**config.mk**
```make
export PLATFORM = sky130hd
export DESIGN_NAME = attn_value_mix
export DESIGN_NICKNAME = d
export VERILOG_FILES = /design/src/rtl/attn_value_mix.sv
export SDC_FILE = /design/constraint.sdc
export NUM_CORES = 1
export LEC_CHECK = 0
export BUFFER_PORTS_ARGS = -buffer_cell sky130_fd_sc_hd__buf_2
export CORE_MARGIN = 4
export CORE_UTILIZATION = 40
export CTS_CLUSTER_SIZE = 20
export DETAILED_ROUTE_END_ITERATION = 10
export PLACE_DENSITY = 0.61
export SYNTH_ARGS = -nofsm -noshare
export SYNTH_HDL_FRONTEND = slang
export SYNTH_SLANG_ARGS = --single-unit
```
**constraint.sdc**
```tcl
create_clock -name clk_i -period 5.8 [get_ports clk_i]
set_input_delay 1.16 -clock clk_i [delete_from_list [all_inputs] [get_ports clk_i]]
set_output_delay 1.16 -clock clk_i [all_outputs]
set_load 0.005 [all_outputs]
```
**src/rtl/attn_value_mix.sv**
```systemverilog
// Attention value mixer: weighted sum of four Q0.7 value rows by UQ0.8 weights, streamed out as Q0.7.
// Build option ATTN_MIX_ROUND_EN selects round-half-up before the output shift (default truncates).
module attn_value_mix #(
    parameter int N_FEAT = 4
) (
    input  logic       clk_i,
    input  logic       rst_i,
    input  logic [7:0] s_data_i,
    input  logic       s_vld_i,
    output logic       s_rdy_o,
    output logic [7:0] m_data_o,
    output logic       m_vld_o,
    input  logic       m_rdy_i,
    output logic       m_last_o
);

    localparam int FW = (N_FEAT > 1) ? $clog2(N_FEAT) : 1;
`ifdef ATTN_MIX_ROUND_EN
    localparam logic signed [18:0] RND = 19'sd128;
`else
    localparam logic signed [18:0] RND = 19'sd0;
`endif

    typedef enum logic [1:0] {
        LOAD_W = 2'd0,
        LOAD_V = 2'd1,
        DRAIN  = 2'd2
    } state_t;

    state_t                   state_q;
    logic [1:0]               k_q;
    logic [FW-1:0]            f_q;
    logic [7:0]               w_q   [4];
    logic signed [18:0]       acc_q [N_FEAT];
    logic                     s_rdy_q;
    logic                     m_vld_q;
    logic [7:0]               m_data_q;
    logic                     m_last_q;

    logic signed [16:0]       prod;
    logic signed [18:0]       acc_sum_d;
    logic [FW-1:0]            f_nxt;
    logic                     f_last;

    function automatic logic [7:0] quant(input logic signed [18:0] a);
        logic signed [18:0] s;
        s = (a + RND) >>> 8;
        if (s > 19'sd127)
            return 8'h7F;
        else if (s < -19'sd128)
            return 8'h80;
        else
            return s[7:0];
    endfunction

    assign prod      = $signed({1'b0, w_q[k_q]}) * $signed(s_data_i);
    assign acc_sum_d = acc_q[f_q] + 19'(prod);
    assign f_nxt     = f_q + FW'(1);
    assign f_last    = (f_q == FW'(N_FEAT - 1));

    // Outputs are registered and updated alongside the state they describe.
    always_ff @(posedge clk_i or posedge rst_i) begin
        if (rst_i) begin
            state_q  <= LOAD_W;
            k_q      <= '0;
            f_q      <= '0;
            s_rdy_q  <= 1'b1;
            m_vld_q  <= 1'b0;
            m_data_q <= 8'h00;
            m_last_q <= 1'b0;
            for (int i = 0; i < 4; i++) w_q[i] <= '0;
            for (int i = 0; i < N_FEAT; i++) acc_q[i] <= '0;
        end else begin
            case (state_q)
                LOAD_W: begin
                    if (s_vld_i) begin
                        w_q[k_q] <= s_data_i;
                        k_q      <= k_q + 2'd1;
                        if (k_q == 2'd3) begin
                            k_q     <= '0;
                            f_q     <= '0;
                            state_q <= LOAD_V;
                            for (int i = 0; i < N_FEAT; i++) acc_q[i] <= '0;
                        end
                    end
                end
                LOAD_V: begin
                    if (s_vld_i) begin
                        acc_q[f_q] <= acc_sum_d;
                        if (f_last) begin
                            f_q <= '0;
                            if (k_q == 2'd3) begin
                                // Last value beat: present feature 0, which for N_FEAT=1 is the sum just formed.
                                state_q  <= DRAIN;
                                s_rdy_q  <= 1'b0;
                                m_vld_q  <= 1'b1;
                                m_data_q <= quant((N_FEAT == 1) ? acc_sum_d : acc_q[0]);
                                m_last_q <= (N_FEAT == 1);
                            end else begin
                                k_q <= k_q + 2'd1;
                            end
                        end else begin
                            f_q <= f_nxt;
                        end
                    end
                end
                DRAIN: begin
                    if (m_rdy_i) begin
                        if (f_last) begin
                            state_q  <= LOAD_W;
                            k_q      <= '0;
                            f_q      <= '0;
                            s_rdy_q  <= 1'b1;
                            m_vld_q  <= 1'b0;
                            m_data_q <= 8'h00;
                            m_last_q <= 1'b0;
                        end else begin
                            f_q      <= f_nxt;
                            m_data_q <= quant(acc_q[f_nxt]);
                            m_last_q <= (f_nxt == FW'(N_FEAT - 1));
                        end
                    end
                end
                default: begin
                    state_q  <= LOAD_W;
                    k_q      <= '0;
                    f_q      <= '0;
                    s_rdy_q  <= 1'b1;
                    m_vld_q  <= 1'b0;
                    m_data_q <= 8'h00;
                    m_last_q <= 1'b0;
                end
            endcase
        end
    end

    assign s_rdy_o  = s_rdy_q;
    assign m_vld_o  = m_vld_q;
    assign m_data_o = m_data_q;
    assign m_last_o = m_last_q;

endmodule

```
After elaboration in Yosys (flattened, before gate mapping)
Cells that the tools add are included.
Word-level totals
  flip-flop bits (word level): 125
  latch bits: 0
  bits in writable memories: 0
  ROM bits: 0
  bits of input ports: 12
  output and inout bits: 11
  memories kept: 0
Operators by class
  $add $sub $neg: 3
  multiply operators: 1
  divide/modulo/power cells: 0
  $lt $le $gt $ge: 9
  eq/ne operators: 13
  shift operators: 0
  mux-type cells: 64
  bitwise gates (word level): 4
  reduce and logical (&&, ||, !) cells: 11
Operators by type and width (number)
  2-to-1 mux 76 bit: 3
  case mux 76 bit (2 select lines): 1
  2-to-1 mux 8 bit: 12
  2-to-1 mux 19 bit: 5
  binary-select mux 19 bit (select 2 bit): 2
  bitwise mux 76 bit: 1
  demux 19 bit (select 2 bit): 1
  2-to-1 mux 2 bit: 17
  bitwise mux 32 bit: 1
  case mux 8 bit (3 select lines): 1
  greater-than comparator 11 x 8 -> 1 bit (second input constant): 2
  < comparator 11 x 8 -> 1 bit (second input constant): 2
  adder 19 x 17 -> 19 bit: 1
  case mux 2 bit (3 select lines): 3
  multiplier 9 x 8 -> 17 bit: 1
  binary-select mux 8 bit (select 2 bit): 1
  demux 8 bit (select 2 bit): 1
  inequality test 2 bit (second input constant): 8
  2-to-1 mux 1 bit: 12
  AND reduction 6 bit: 2
  greater-or-equal comparator 3 bit (second input constant): 3
  NOT 2 -> 3 bit: 3
  case mux 1 bit (3 select lines): 3
  == test 2 bit (second input constant): 4
  other kinds (11): 15

Depth between registers and ports, before layout
  word-level depth: 11
  mapped depth: 21

Worst setup path after synthesis
OpenSTA, ideal clock, no wires.
  path kind: register -> register
  from: register f_q[0]
  to: register acc_q[37] in the netlist's numbering
  arrival: 5658 ps
  required time: 5734 ps
  path slack: 76 ps
  cell stages (with the launch flop): 22
  buffers on the path: 3
  clock period less this slack: 5724 ps
  path through: dfrtp_1 buf_2 buf_2 buf_2 mux4_2 inv_1 fa_1 inv_1 fa_1 ha_1 inv_1 fa_1 inv_1 ha_1 ha_1 fa_1 a211oi_1 nor3b_2 o211ai_2 a311oi_2 xnor2_1 a22o_1
On the way
  cells in the longest elaborated chain, start to end: 8
  elaborated cells on any way between the ends: 13
RTL lines
  from (decl): line 32  | logic [FW-1:0] f_q;
  from (signal assigned): line 103  | f_q <= f_nxt;
  from (signal assigned): line 118  | f_q <= f_nxt;
  NOT 2 -> 3 bit (implied by the code) (*): line 57, 89
  binary-select mux 19 bit (select 2 bit), or another cell as far along: line 57  | assign acc_sum_d = acc_q[f_q] + 19'(prod);
  2-to-1 mux 19 bit (implied by the code) or logical AND 1 bit (tied branches): line 57, 89
  2-to-1 mux 19 bit, on equally long branches: line 57, 89
  adder 19 x 17 -> 19 bit or demux 19 bit (select 2 bit) (tied branches): line 57, 89
  bitwise mux 76 bit (*): line 89  | acc_q[f_q] <= acc_sum_d;
  2-to-1 mux 76 bit (*): line 88  | if (s_vld_i) begin
  case mux 76 bit (2 select lines) (*): line 74  | case (state_q)
  to (signal, indexed assignment): line 89
  to (decl): line 34  | logic signed [18:0] acc_q [N_FEAT];
Mark *: on every way between the ends. The rest lies on a longest branch, timed or not. The select of a mux whose other input is x is not followed.
A chain may end at the register's enable or synchronous reset.

Final worst setup path
  from: register k_q[0]
  to: register acc_q[56] in the netlist's numbering
On the way
  cells in the longest elaborated chain, start to end: 9
  elaborated cells on any way between the ends: 12
RTL lines
  from (decl): line 31  | logic [1:0] k_q;
  from (signal assigned): line 78  | k_q <= k_q + 2'd1;
  from (signal assigned): line 100  | k_q <= k_q + 2'd1;
  NOT 2 -> 3 bit (implied by the code): line 56  | assign prod = $signed({1'b0, w_q[k_q]}) * $signed(s_data_i);
  binary-select mux 8 bit (select 2 bit): line 56
  2-to-1 mux 8 bit (implied by the code) (2 in series): line 56
  multiplier 9 x 8 -> 17 bit: line 56
  adder 19 x 17 -> 19 bit: line 57
  bitwise mux 76 bit: line 89
  2-to-1 mux 76 bit: line 88
  case mux 76 bit (2 select lines): line 74
Parallel ways exist; a longest one is shown, timed or not. The select of a mux whose other input is x is not followed.

==> impl_metrics.json <==
{
  "synth_top_area_cell": "dfrtp_1",
  "gp_congestion": 0.823,
  "hold_viol": 0,
  "slew_headroom_pct": 17.7,
  "fp-row-count": 54,
  "path_class": "reg -> reg",
  "ys_seq_area_share_pct": 35.4,
  "dieArea_um2": 24500,
  "io_pins": 23,
  "overflow": 0,
  "wl_um": 21500,
  "drv_slew": 0,
  "ant_nets": 0,
  "ff_latch_area_um2": 3130,
  "cts_inserted_buffers": 17,
  "worst_slack_ns": 0.210,
  "arrival_ns": 5.90,
  "crit_slowest_cell": "mux4_2",
  "layout_min_cycle_time_ns": 5.59,
  "detailedPlace.worstSlack_ns": -0.183,
  "antenna_found_initial": 0,
  "final.setup_skew_ns": 0.0202,
  "cp-start-kind": "flip-flop",
  "multiInputGateArea_um2": 5330,
  "finalSetupViolations": 0,
  "avgSynthCellArea_um2": 11.3,
  "max_freq_mhz": 179,
  "drcViolationCount": 0,
  "drt_iter0_drc": 354,
  "crit_fanout": 7,
  "detailed_place_hpwl_um": 15600,
  "synth-seq-cells": 125,
  "fillCellCount": 1981,
  "fin_crit_sh_pct": 96.4,
  "clock_latency_ns": 0.43,
  "crit_top_cell": "fa_1",
  "reg2reg_setup_slack_ns": 0.21,
  "cp.required_ns": 6.11,
  "mostFrequentLayoutCells": "122 x dfrtp_1, 77 x inv_1, 69 x nand2_1",
  "crit_family": "adder cells",
  "start_util_pct": 40.6,
  "finalSetupTns_ns": 0,
  "ys_async_sr_fraction_pct": 100,
  "syn-num-nets": 911,
  "cts_sinks": 125,
  "grt_first_pass_wirelength_um": 36100,
  "die_y_um": 157,
  "critPathBufInv": 2,
  "synthDistinctLibCells": 55,
  "final_common_cell": "dfrtp_1",
  "syn_area_um2": 8830,
  "grt_usage_pct": 18.7,
  "final_cell_area_um2": 10100,
  "drive_gt1_share_pct": 22.0,
  "critPathCaptureType": "flip-flop",
  "coreArea_um2": 21800,
  "area_delta_synth_final_pct": 14.4,
  "place_area_um2": 9410,
  "die_w_um": 157,
  "port_buffers": 22,
  "first_pass_iters": 4,
  "yosysWarnings": 0,
  "maxCapViolCount": 0,
  "vias": 6133,
  "wl_per_cell_um": 19.4,
  "root_buffer": "clkbuf_16",
  "syn-instance-count": 779,
  "synth_top_area_share_pct": 35.1,
  "synthFlopType": "dfrtp_1",
  "cpPeakStageDelay_ns": 0.61,
  "path_cells": "buf_12 -> mux4_2 -> nand2_1 -> fa_1 -> fa_1 -> inv_1 -> fa_1 -> fa_1 -> fa_1 -> ha_4 -> o21ai_1 -> nor3b_4 -> o211ai_2 -> a311oi_2 -> xnor2_2 -> a22o_1",
  "cts.path.max_buffers": 2,
  "worstMarginPinSlew_ns": 1.23,
  "status": "finished clean",
  "clkTransAtPathRegs_ns": 0.06,
  "synth.top_cells.by_area": "dfrtp_1 35%, fa_1 12%, mux4_2 9.7%",
  "grt_pass1_vias": 6553,
  "final_nets": 950,
  "grt_setup_unrepaired": "false",
  "synth_edf_count": 0,
  "min_path_type": "reg -> reg",
  "htreeDepth": 4,
  "grt_max_degree": 69,
  "final_util_pct": 46.5,
  "tritoncts": "built",
  "viasPerCell": 5.52,
  "antenna_cells": 0
}
area by class of cell:
cell class / count / area share, %
clock inverter: 13 / 1.53
inverter: 80 / 3.00
timing repair buffer: 59 / 3.96
sequential: 125 / 31.0
tap: 280 / 3.47
multi-input combinational: 535 / 52.7
clock buffer: 19 / 4.38
Yosys cell counts, drive strengths merged (10+ instances only):
| cell type | count |
|---|---|
| inv | 79 |
| nand2 | 69 |
| a21oi | 12 |
| nor2 | 20 |
| o21ai | 46 |
| clkbuf | 17 |
| and2 | 34 |
| ha | 68 |
| buf | 22 |
| mux4 | 38 |
| nand2b | 12 |
| xnor2 | 10 |
| fa | 52 |
| a22o | 64 |
| nand3 | 20 |
| mux2 | 31 |
| dfrtp | 124 |
stage by stage:
step	std cells	hold WS, ns
CTS	1110	0.483
detailed placement	1078	0.469
finish	1111	0.477
floorplan	779	0.445
global placement	1078	0.459
global route	1111	0.514
repair_timing:
| item | CTS | global route |
|---|---|---|
| endpoints found under the hold margin | 0 | 0 |
| hold buffers | 0 | 0 |
| pin swaps | 0 | 8 |
| setup endpoints to repair | 3 | 26 |
| setup buffers | 0 | 1 |
| resized for setup | 1 | 12 |
metal layers:
| metal | GRT usage, % | routed length [um] | share of wire (%) | vias up |
|---|---|---|---|---|
| li1 | - | - | - | 2823 |
| met1 | 27.2 | 10400 | 48 | 3169 |
| met2 | 29.4 | 10200 | 47 | 121 |
| met3 | 3.18 | 730 | 3.4 | 20 |
| met4 | 4.75 | 275 | 1.3 | 0 |
| met5 | 0 | 0 | 0 | - |
kinds of logic after synthesis:
family          synth area share [%]
compound gates                  12.8
xor+xnor                        1.19
buf+inv                         5.38
flops                           35.4
fa+ha+maj                       21.4
simple gates                    10.1
mux                             13.6
tightest hold or removal path: stages, from the launching register on:
cell and delay [ns]:
dfrtp_1 0.34, nand2_1 0.04, o21ai_0 0.06
final timing paths:
kind / from / endpoint / depth (start not counted)
max reg2reg: k_q[0]$_DFFE_PP0P_ / acc_q[56]$_DFFE_PP0P_ / 16
min: w_q[31]$_DFFE_PP0P_ / w_q[31]$_DFFE_PP0P_ / 2
min reg2reg: w_q[31]$_DFFE_PP0P_ / w_q[31]$_DFFE_PP0P_ / 2
max in group asynchronous: rst_i / acc_q[62]$_DFFE_PP0P_ / 3
min in group asynchronous: rst_i / w_q[26]$_DFFE_PP0P_ / 2
max: k_q[0]$_DFFE_PP0P_ / acc_q[56]$_DFFE_PP0P_ / 16
flip-flops by register name, indices dropped and copies added (netlist names):
signal and count:
s_rdy_o 1, m_data_o 8, state_q 2, m_vld_o 1, m_last_o 1, k_q 2
f_q 2, acc_q 76, w_q 32
Power is left out: the tool's default activity adds up to more than one toggle a clock period on the data nets, which glitch-free logic cannot reach.
